`src/rtl/alu_op_sequencer_pkg.sv`:
```
// -----------------------------------------------------------------------------
// alu_op_sequencer_pkg
// Shared definitions for the ALU op sequencer: datapath width, multiply
// iteration count, ALU control codes, the MULT request code and the FSM
// state encoding. Also provides a helper that classifies request codes
// that map directly onto a single ALU operation.
// -----------------------------------------------------------------------------
package alu_op_sequencer_pkg;

    // Datapath width is tied to the shared ALU and is not a tunable.
    localparam int WIDTH    = 32;
    localparam int MUL_ITER = WIDTH;
    localparam int CNT_W    = $clog2(MUL_ITER);

    // ALU control codes as understood by the MIPSALU.
    localparam logic [3:0] ALU_AND = 4'b0000;
    localparam logic [3:0] ALU_OR  = 4'b0001;
    localparam logic [3:0] ALU_ADD = 4'b0010;
    localparam logic [3:0] ALU_SUB = 4'b0110;
    localparam logic [3:0] ALU_SLT = 4'b0111;
    localparam logic [3:0] ALU_NOR = 4'b1100;

    // Request code for the multi-cycle unsigned multiply.
    localparam logic [3:0] OP_MULT = 4'b1000;

    typedef enum logic [1:0] {
        ST_IDLE = 2'd0,
        ST_EXEC = 2'd1,
        ST_MUL  = 2'd2,
        ST_DONE = 2'd3
    } state_t;

    // True for request codes that are forwarded to the ALU unchanged.
    function automatic logic is_single_op(input logic [3:0] op);
        case (op)
            ALU_AND, ALU_OR, ALU_ADD, ALU_SUB, ALU_SLT, ALU_NOR: is_single_op = 1'b1;
            default:                                            is_single_op = 1'b0;
        endcase
    endfunction

endpackage

```
`src/rtl/alu_op_sequencer_mul_shift_reg.sv`:
```
// -----------------------------------------------------------------------------
// alu_op_sequencer_mul_shift_reg
// HI/LO/M registers of the shift-add multiplier. Each step adds the current
// addend (M when LO[0] is set, otherwise 0) to HI through the external ALU,
// then shifts {carry, sum, LO} right by one bit.
//
// Ports
//   clk, reset        clock, synchronous active-high reset
//   load              start a multiply: HI=0, LO=multiplier, M=multiplicand
//   step              perform one shift-add iteration using alu_result
//   multiplicand      operand captured into M on load
//   multiplier        operand captured into LO on load
//   alu_result        HI + addend as computed by the ALU this cycle
//   hi_next, lo_next  values HI/LO take on the coming edge
//   addend_next       ALU b operand for the iteration after the coming edge
// -----------------------------------------------------------------------------
module alu_op_sequencer_mul_shift_reg
    import alu_op_sequencer_pkg::*;
(
    input  logic             clk,
    input  logic             reset,
    input  logic             load,
    input  logic             step,
    input  logic [WIDTH-1:0] multiplicand,
    input  logic [WIDTH-1:0] multiplier,
    input  logic [WIDTH-1:0] alu_result,
    output logic [WIDTH-1:0] hi_next,
    output logic [WIDTH-1:0] lo_next,
    output logic [WIDTH-1:0] addend_next
);

    logic [WIDTH-1:0] hi;
    logic [WIDTH-1:0] lo;
    logic [WIDTH-1:0] m;
    logic [WIDTH-1:0] m_next;
    logic [WIDTH-1:0] addend;
    logic             carry;

    assign addend = lo[0] ? m : '0;

    // Carry out of HI + addend, rebuilt from the operand and sum MSBs since
    // the ALU exposes no carry output.
    assign carry = (hi[WIDTH-1] & addend[WIDTH-1])
                 | ((hi[WIDTH-1] | addend[WIDTH-1]) & ~alu_result[WIDTH-1]);

    // NOTE: every signal written here gets a default first, so no path through
    // the block leaves it unassigned and no latch is inferred.
    always_comb begin
        hi_next = hi;
        lo_next = lo;
        m_next  = m;
        if (load) begin
            hi_next = '0;
            lo_next = multiplier;
            m_next  = multiplicand;
        end else if (step) begin
            {hi_next, lo_next} = {carry, alu_result, lo[WIDTH-1:1]};
        end
    end

    assign addend_next = lo_next[0] ? m_next : '0;

    // NOTE: state registers use non-blocking assignments so every register
    // samples pre-edge values regardless of statement order.
    always_ff @(posedge clk) begin
        if (reset) begin
            hi <= '0;
            lo <= '0;
            m  <= '0;
        end else begin
            hi <= hi_next;
            lo <= lo_next;
            m  <= m_next;
        end
    end

endmodule

```
`src/rtl/alu_op_sequencer.sv`:
```
// -----------------------------------------------------------------------------
// alu_op_sequencer
// Front-end controller for the shared 32-bit MIPSALU. Accepts one request at
// a time over valid/ready, issues single-cycle ops to the ALU once, and runs
// an unsigned 32x32->64 multiply as 32 shift-add iterations on the ALU adder.
// It is the sole driver of the ALU inputs; the ALU itself lives in the parent.
//
// Ports
//   clk, reset            clock, synchronous active-high reset
//   req_valid/req_ready   request handshake (ready only while idle)
//   req_op, req_a, req_b  operation code and operands
//   rsp_valid/rsp_ready   response handshake (response held until taken)
//   rsp_lo, rsp_hi        result low/high words (hi is 0 except for MULT)
//   rsp_zero              full 64-bit response is zero
//   rsp_err               request code was not supported
//   alu_ctrl, alu_a/b     ALU control and operands (all zero when not in use)
//   alu_result            combinational ALU result, sampled the same cycle
// -----------------------------------------------------------------------------
module alu_op_sequencer
    import alu_op_sequencer_pkg::*;
(
    input  logic             clk,
    input  logic             reset,
    input  logic             req_valid,
    output logic             req_ready,
    input  logic [3:0]       req_op,
    input  logic [WIDTH-1:0] req_a,
    input  logic [WIDTH-1:0] req_b,
    output logic             rsp_valid,
    input  logic             rsp_ready,
    output logic [WIDTH-1:0] rsp_lo,
    output logic [WIDTH-1:0] rsp_hi,
    output logic             rsp_zero,
    output logic             rsp_err,
    output logic [3:0]       alu_ctrl,
    output logic [WIDTH-1:0] alu_a,
    output logic [WIDTH-1:0] alu_b,
    input  logic [WIDTH-1:0] alu_result
);

    localparam logic [CNT_W-1:0] CNT_LAST = CNT_W'(MUL_ITER - 1);

    state_t           state;
    logic [CNT_W-1:0] cnt;
    logic             mul_load;
    logic             mul_step;
    logic [WIDTH-1:0] hi_next;
    logic [WIDTH-1:0] lo_next;
    logic [WIDTH-1:0] addend_next;

    assign req_ready = (state == ST_IDLE);
    assign mul_load  = (state == ST_IDLE) && req_valid && (req_op == OP_MULT);
    assign mul_step  = (state == ST_MUL);

    alu_op_sequencer_mul_shift_reg u_mul (
        .clk          (clk),
        .reset        (reset),
        .load         (mul_load),
        .step         (mul_step),
        .multiplicand (req_a),
        .multiplier   (req_b),
        .alu_result   (alu_result),
        .hi_next      (hi_next),
        .lo_next      (lo_next),
        .addend_next  (addend_next)
    );

    // ALU inputs are registered one cycle ahead of use: they are loaded with
    // the operands of the cycle that follows the edge, and cleared on the edge
    // that leaves EXEC/MUL so the ALU stays quiet otherwise.
    always_ff @(posedge clk) begin
        if (reset) begin
            state     <= ST_IDLE;
            cnt       <= '0;
            rsp_valid <= 1'b0;
            rsp_err   <= 1'b0;
            rsp_zero  <= 1'b0;
            rsp_lo    <= '0;
            rsp_hi    <= '0;
            alu_ctrl  <= ALU_AND;
            alu_a     <= '0;
            alu_b     <= '0;
        end else begin
            case (state)
                ST_IDLE: begin
                    if (req_valid) begin
                        if (is_single_op(req_op)) begin
                            state    <= ST_EXEC;
                            alu_ctrl <= req_op;
                            alu_a    <= req_a;
                            alu_b    <= req_b;
                        end else if (req_op == OP_MULT) begin
                            state    <= ST_MUL;
                            cnt      <= '0;
                            alu_ctrl <= ALU_ADD;
                            alu_a    <= hi_next;
                            alu_b    <= addend_next;
                        end else begin
                            // Unsupported code: answer directly, ALU untouched.
                            state     <= ST_DONE;
                            rsp_valid <= 1'b1;
                            rsp_err   <= 1'b1;
                            rsp_zero  <= 1'b1;
                            rsp_lo    <= '0;
                            rsp_hi    <= '0;
                        end
                    end
                end

                ST_EXEC: begin
                    state     <= ST_DONE;
                    rsp_valid <= 1'b1;
                    rsp_err   <= 1'b0;
                    rsp_lo    <= alu_result;
                    rsp_hi    <= '0;
                    rsp_zero  <= (alu_result == '0);
                    alu_ctrl  <= ALU_AND;
                    alu_a     <= '0;
                    alu_b     <= '0;
                end

                ST_MUL: begin
                    cnt <= cnt + 1'b1;
                    if (cnt == CNT_LAST) begin
                        state     <= ST_DONE;
                        rsp_valid <= 1'b1;
                        rsp_err   <= 1'b0;
                        rsp_lo    <= lo_next;
                        rsp_hi    <= hi_next;
                        rsp_zero  <= ({hi_next, lo_next} == '0);
                        alu_ctrl  <= ALU_AND;
                        alu_a     <= '0;
                        alu_b     <= '0;
                    end else begin
                        alu_a <= hi_next;
                        alu_b <= addend_next;
                    end
                end

                ST_DONE: begin
                    if (rsp_ready) begin
                        state     <= ST_IDLE;
                        rsp_valid <= 1'b0;
                    end
                end

                default: state <= ST_IDLE;
            endcase
        end
    end

endmodule

```
`config.mk`:
```
export PLATFORM = sky130hd
export DESIGN_NAME = alu_op_sequencer
export DESIGN_NICKNAME = d
export VERILOG_FILES = /design/src/rtl/alu_op_sequencer_pkg.sv /design/src/rtl/alu_op_sequencer_mul_shift_reg.sv /design/src/rtl/alu_op_sequencer.sv
export SDC_FILE = /design/constraint.sdc
export NUM_CORES = 1
export LEC_CHECK = 0
export CAP_MARGIN = 20
export CORE_AREA = 10 10 155 171
export DETAILED_ROUTE_END_ITERATION = 8
export DIE_AREA = 0 0 165 181
export PLACE_DENSITY = 0.86
export SYNTH_ARGS = -nofsm -noshare
export SYNTH_HDL_FRONTEND = slang
export SYNTH_SLANG_ARGS = --single-unit
export TNS_END_PERCENT = 5
```
`constraint.sdc`:
```
create_clock -name clk -period 2.9 [get_ports clk]
set_input_delay 0.435 -clock clk [delete_from_list [all_inputs] [get_ports clk]]
set_output_delay 0.435 -clock clk [all_outputs]
set_load 0.005 [all_outputs]
```
==> results_dict.tcl <==
set metrics [dict create \
    worst_pin_slew_ps 712.2 \
    clkLatencyLatePin_ps 530 \
    io_buffers 239 \
    finalClockSkew_ps 23.18 \
    crit_type "reg -> reg" \
    synthTopCellsByArea "dfxtp_1, nand2_1, a21oi_1" \
    cp_max_fo 49 \
    gp_congestion 1.007 \
    synthXorXnorAreaFrac_pct 0 \
    yosys-top-cells-count "nand2_1, dfxtp_1, a21oi_1" \
    drt-initial-drc-count 1315 \
    fin_nets 1646 \
    grt_pass1_vias 10640 \
    start_kind "flop" \
    via_per_inst 6.022 \
    synth_edf_count 0 \
    reg2reg_depth 9 \
    seq_area_frac_synth_pct 44.81 \
    synthAdderAreaFrac_pct 1.035 \
    status "completed" \
    post_cts_buffers 0 \
    required_ps 3360 \
    fin_crit_sh_pct 92.91 \
    ctsResizeCount 0 \
    drt_pre_antenna_iters 5 \
    critPathBufInv 2 \
    ant_nets 0 \
    synth_cells 1311 \
    critical-path-top-delay-family "buffers and inverters" \
    synth_top_area_share_pct 44.81 \
    num_vias 11160 \
    r2r-start "state[0]" \
    post-synth-top-area-cell "dfxtp_1" \
    slew_headroom_pct 52.08 \
    ys_warn_count 0 \
    whs_path_depth 2 \
    die_w_microns 165 \
    min_to "cnt[1]" \
    r2r_setup_slack_ps 210 \
    finalHoldViolations 0 \
    cts_buffers 25 \
    synth_compound_area_share_pct 18.57 \
    synthesis.area_sq_um 10630 \
    ys_seq_elements 238 \
    rsz0062_at_grt "false" \
    fin_crit_ps 2695 \
    fmax_mhz 371.1 \
    drive_gt1_share_pct 10.95 \
    synth_most_common_cell "nand2_1" \
    cts_hold_buf 0 \
    synthArstFlopShare_pct 0 \
    grt_pass1_wl_microns 63120 \
    fin_util_pct 63.39 \
    wire_per_inst_microns 22.80 \
    timing.rr.end "rsp_zero" \
    h-tree-depth 1 \
    syn_area_per_cell_sq_um 8.111 \
    cp_slowest_stage_delay_ps 620 \
    grt.overflow.total 0 \
    cts_tree "done" \
    grt_start_max_net_pins 90 \
    setup_viol 0 \
    grtUsageTotal_pct 26.70 \
    ir_drop_mv 0.5691 \
    synthMuxAreaShare_pct 7.071 \
    arrival_ps 3160 \
    clk_pin_slew_ps 70 \
    ios 240 \
    synth_top_family_by_area "simple AND/OR/NAND/NOR gates" \
    min_from "reset" \
    whs_ps 418.8 \
    critPathSlowestCell "buf_4" \
    area_growth_pct 35.83 \
    clock-root-buffer "clkbuf_16" \
    synth-main-ff-cell "dfxtp_1" \
    clock_sinks 238 \
    antenna_found_initial 0 \
    p_leak_nw 5.339 \
    die-area_sq_um 29870 \
    rows 58 \
    synth_cell_types 55 \
    n_fill_cell 1902 \
    initial_utilization_pct 46.67 \
    synth_nets 1423 \
    clk_path_buf_depth 3 \
    cp-end-kind "flop" \
    coreArea_sq_um 22790 \
    die_y_microns 181 \
    hold_class "in -> reg" \
    slew_violations 0 \
    maxCapViolations 0 \
    fin_setup_tns_ps 0 \
    synth-simple-area-share_pct 23.74 \
    placed_cells 1807 \
    cp_cell_sequence "inv_1, ha_4, buf_4, nor4b_1, a21oi_1, nor3_1, a41oi_1, nor2_1, o31a_1" \
    wl_microns 42250 \
    instances_no_fill 1853 \
    drc 0 \
    p_per_area_nw_per_um2 929.9 \
    hpwlAfterDp_microns 31470 \
]
[final cells by class]
| cell class | instances | area [sq um] | area share, % |
|---|---|---|---|
| repair buffers | 300 | 2985 | 20.67 |
| flip-flops and latches | 238 | 4765 | 32.99 |
| multi-input cells | 956 | 5413 | 37.47 |
| clock buffers | 26 | 629.4 | 4.357 |
| diodes | 1 | 2.502 | 0.01732 |
| inverters | 13 | 48.80 | 0.3378 |
| clock inverters | 19 | 225.2 | 1.559 |
| well taps | 300 | 375.4 | 2.599 |
[worst max-delay path by stage]
stage               startpoint         to  slack (ps)  depth (start not counted)
finish                state[0]   rsp_zero         210                          9
floorplan             state[0]  alu_b[23]         720                          9
global route          state[0]   rsp_zero          30                          9
global placement     req_op[3]   alu_b[0]         170                          9
CTS                   state[0]   rsp_zero         250                          9
detailed placement   req_op[3]   alu_b[1]          40                          9
[worst reg2reg max path, cell delays in order, from the launching register on]
cell and delay [ps]:
dfxtp_1 350, inv_1 170, ha_4 390, buf_4 630, nor4b_1 310, a21oi_1 80, nor3_1 260, a41oi_1 160
nor2_1 170, o31a_1 130
[cells in the final DEF (no fill, tap or decap), types with 7 or more instances in the layout]
cell type,Yosys,routed
mux2i_1,38,38
nand3_1,44,43
o21ai_1,38,38
clkbuf_16,0,25
dfxtp_1,238,238
nor4_1,23,23
mux2_2,33,33
buf_12,0,11
nand2_1,259,259
nor3_1,75,75
a22oi_1,17,17
nor2_1,128,126
inv_1,11,11
a221oi_2,10,10
a211oi_1,38,38
nor2b_1,16,16
ha_1,8,7
clkdlybuf4s50_1,0,238
o21ai_0,10,10
buf_4,7,51
a21oi_1,129,128
a221oi_1,31,31
[per-stage QoR]
stage	power (mW)	area, sq um	worst slack [ps]
2_1_floorplan	7.536	10630	723.9
3_3_place_gp	9.853	13590	171.2
3_5_place_dp	9.991	13590	43.77
4_1_cts	13.36	14440	250.3
5_1_grt	14.06	14440	27.98
6_report	13.43	14440	205.5
[sequential cells by signal, indices dropped and copies added (netlist names)]
register,count
alu_a,32
alu_b,32
rsp_hi,32
rsp_lo,32
u_mul.hi,32
u_mul.lo,32
u_mul.m,32
cnt,5
alu_ctrl,4
state,2
rsp_err,1
rsp_valid,1
rsp_zero,1
[layer usage]
layer	vias up	track usage, %	wire [microns]
li1	5079	-	-
met1	5215	34.09	16220
met2	739	41.54	19030
met3	126	5.707	4840
met4	0	13.12	2154
met5	-	0	0
[kinds of logic after synthesis]
family,Yosys count
adder cells (fa/ha/maj),9
buffers and inverters,117
AND/OR/NAND/NOR,575
multiplexers,71
flip-flops,238
AO/OA/AOI/OAI,301
[report_power, final]
part | internal [mW] | switching (mW)
combinational | 2.54 | 3.23
sequential | 3.88 | 0.414
clock | 1.95 | 1.41
total | 8.37 | 5.06
No activity file was read; power rests on OpenSTA's default activity.
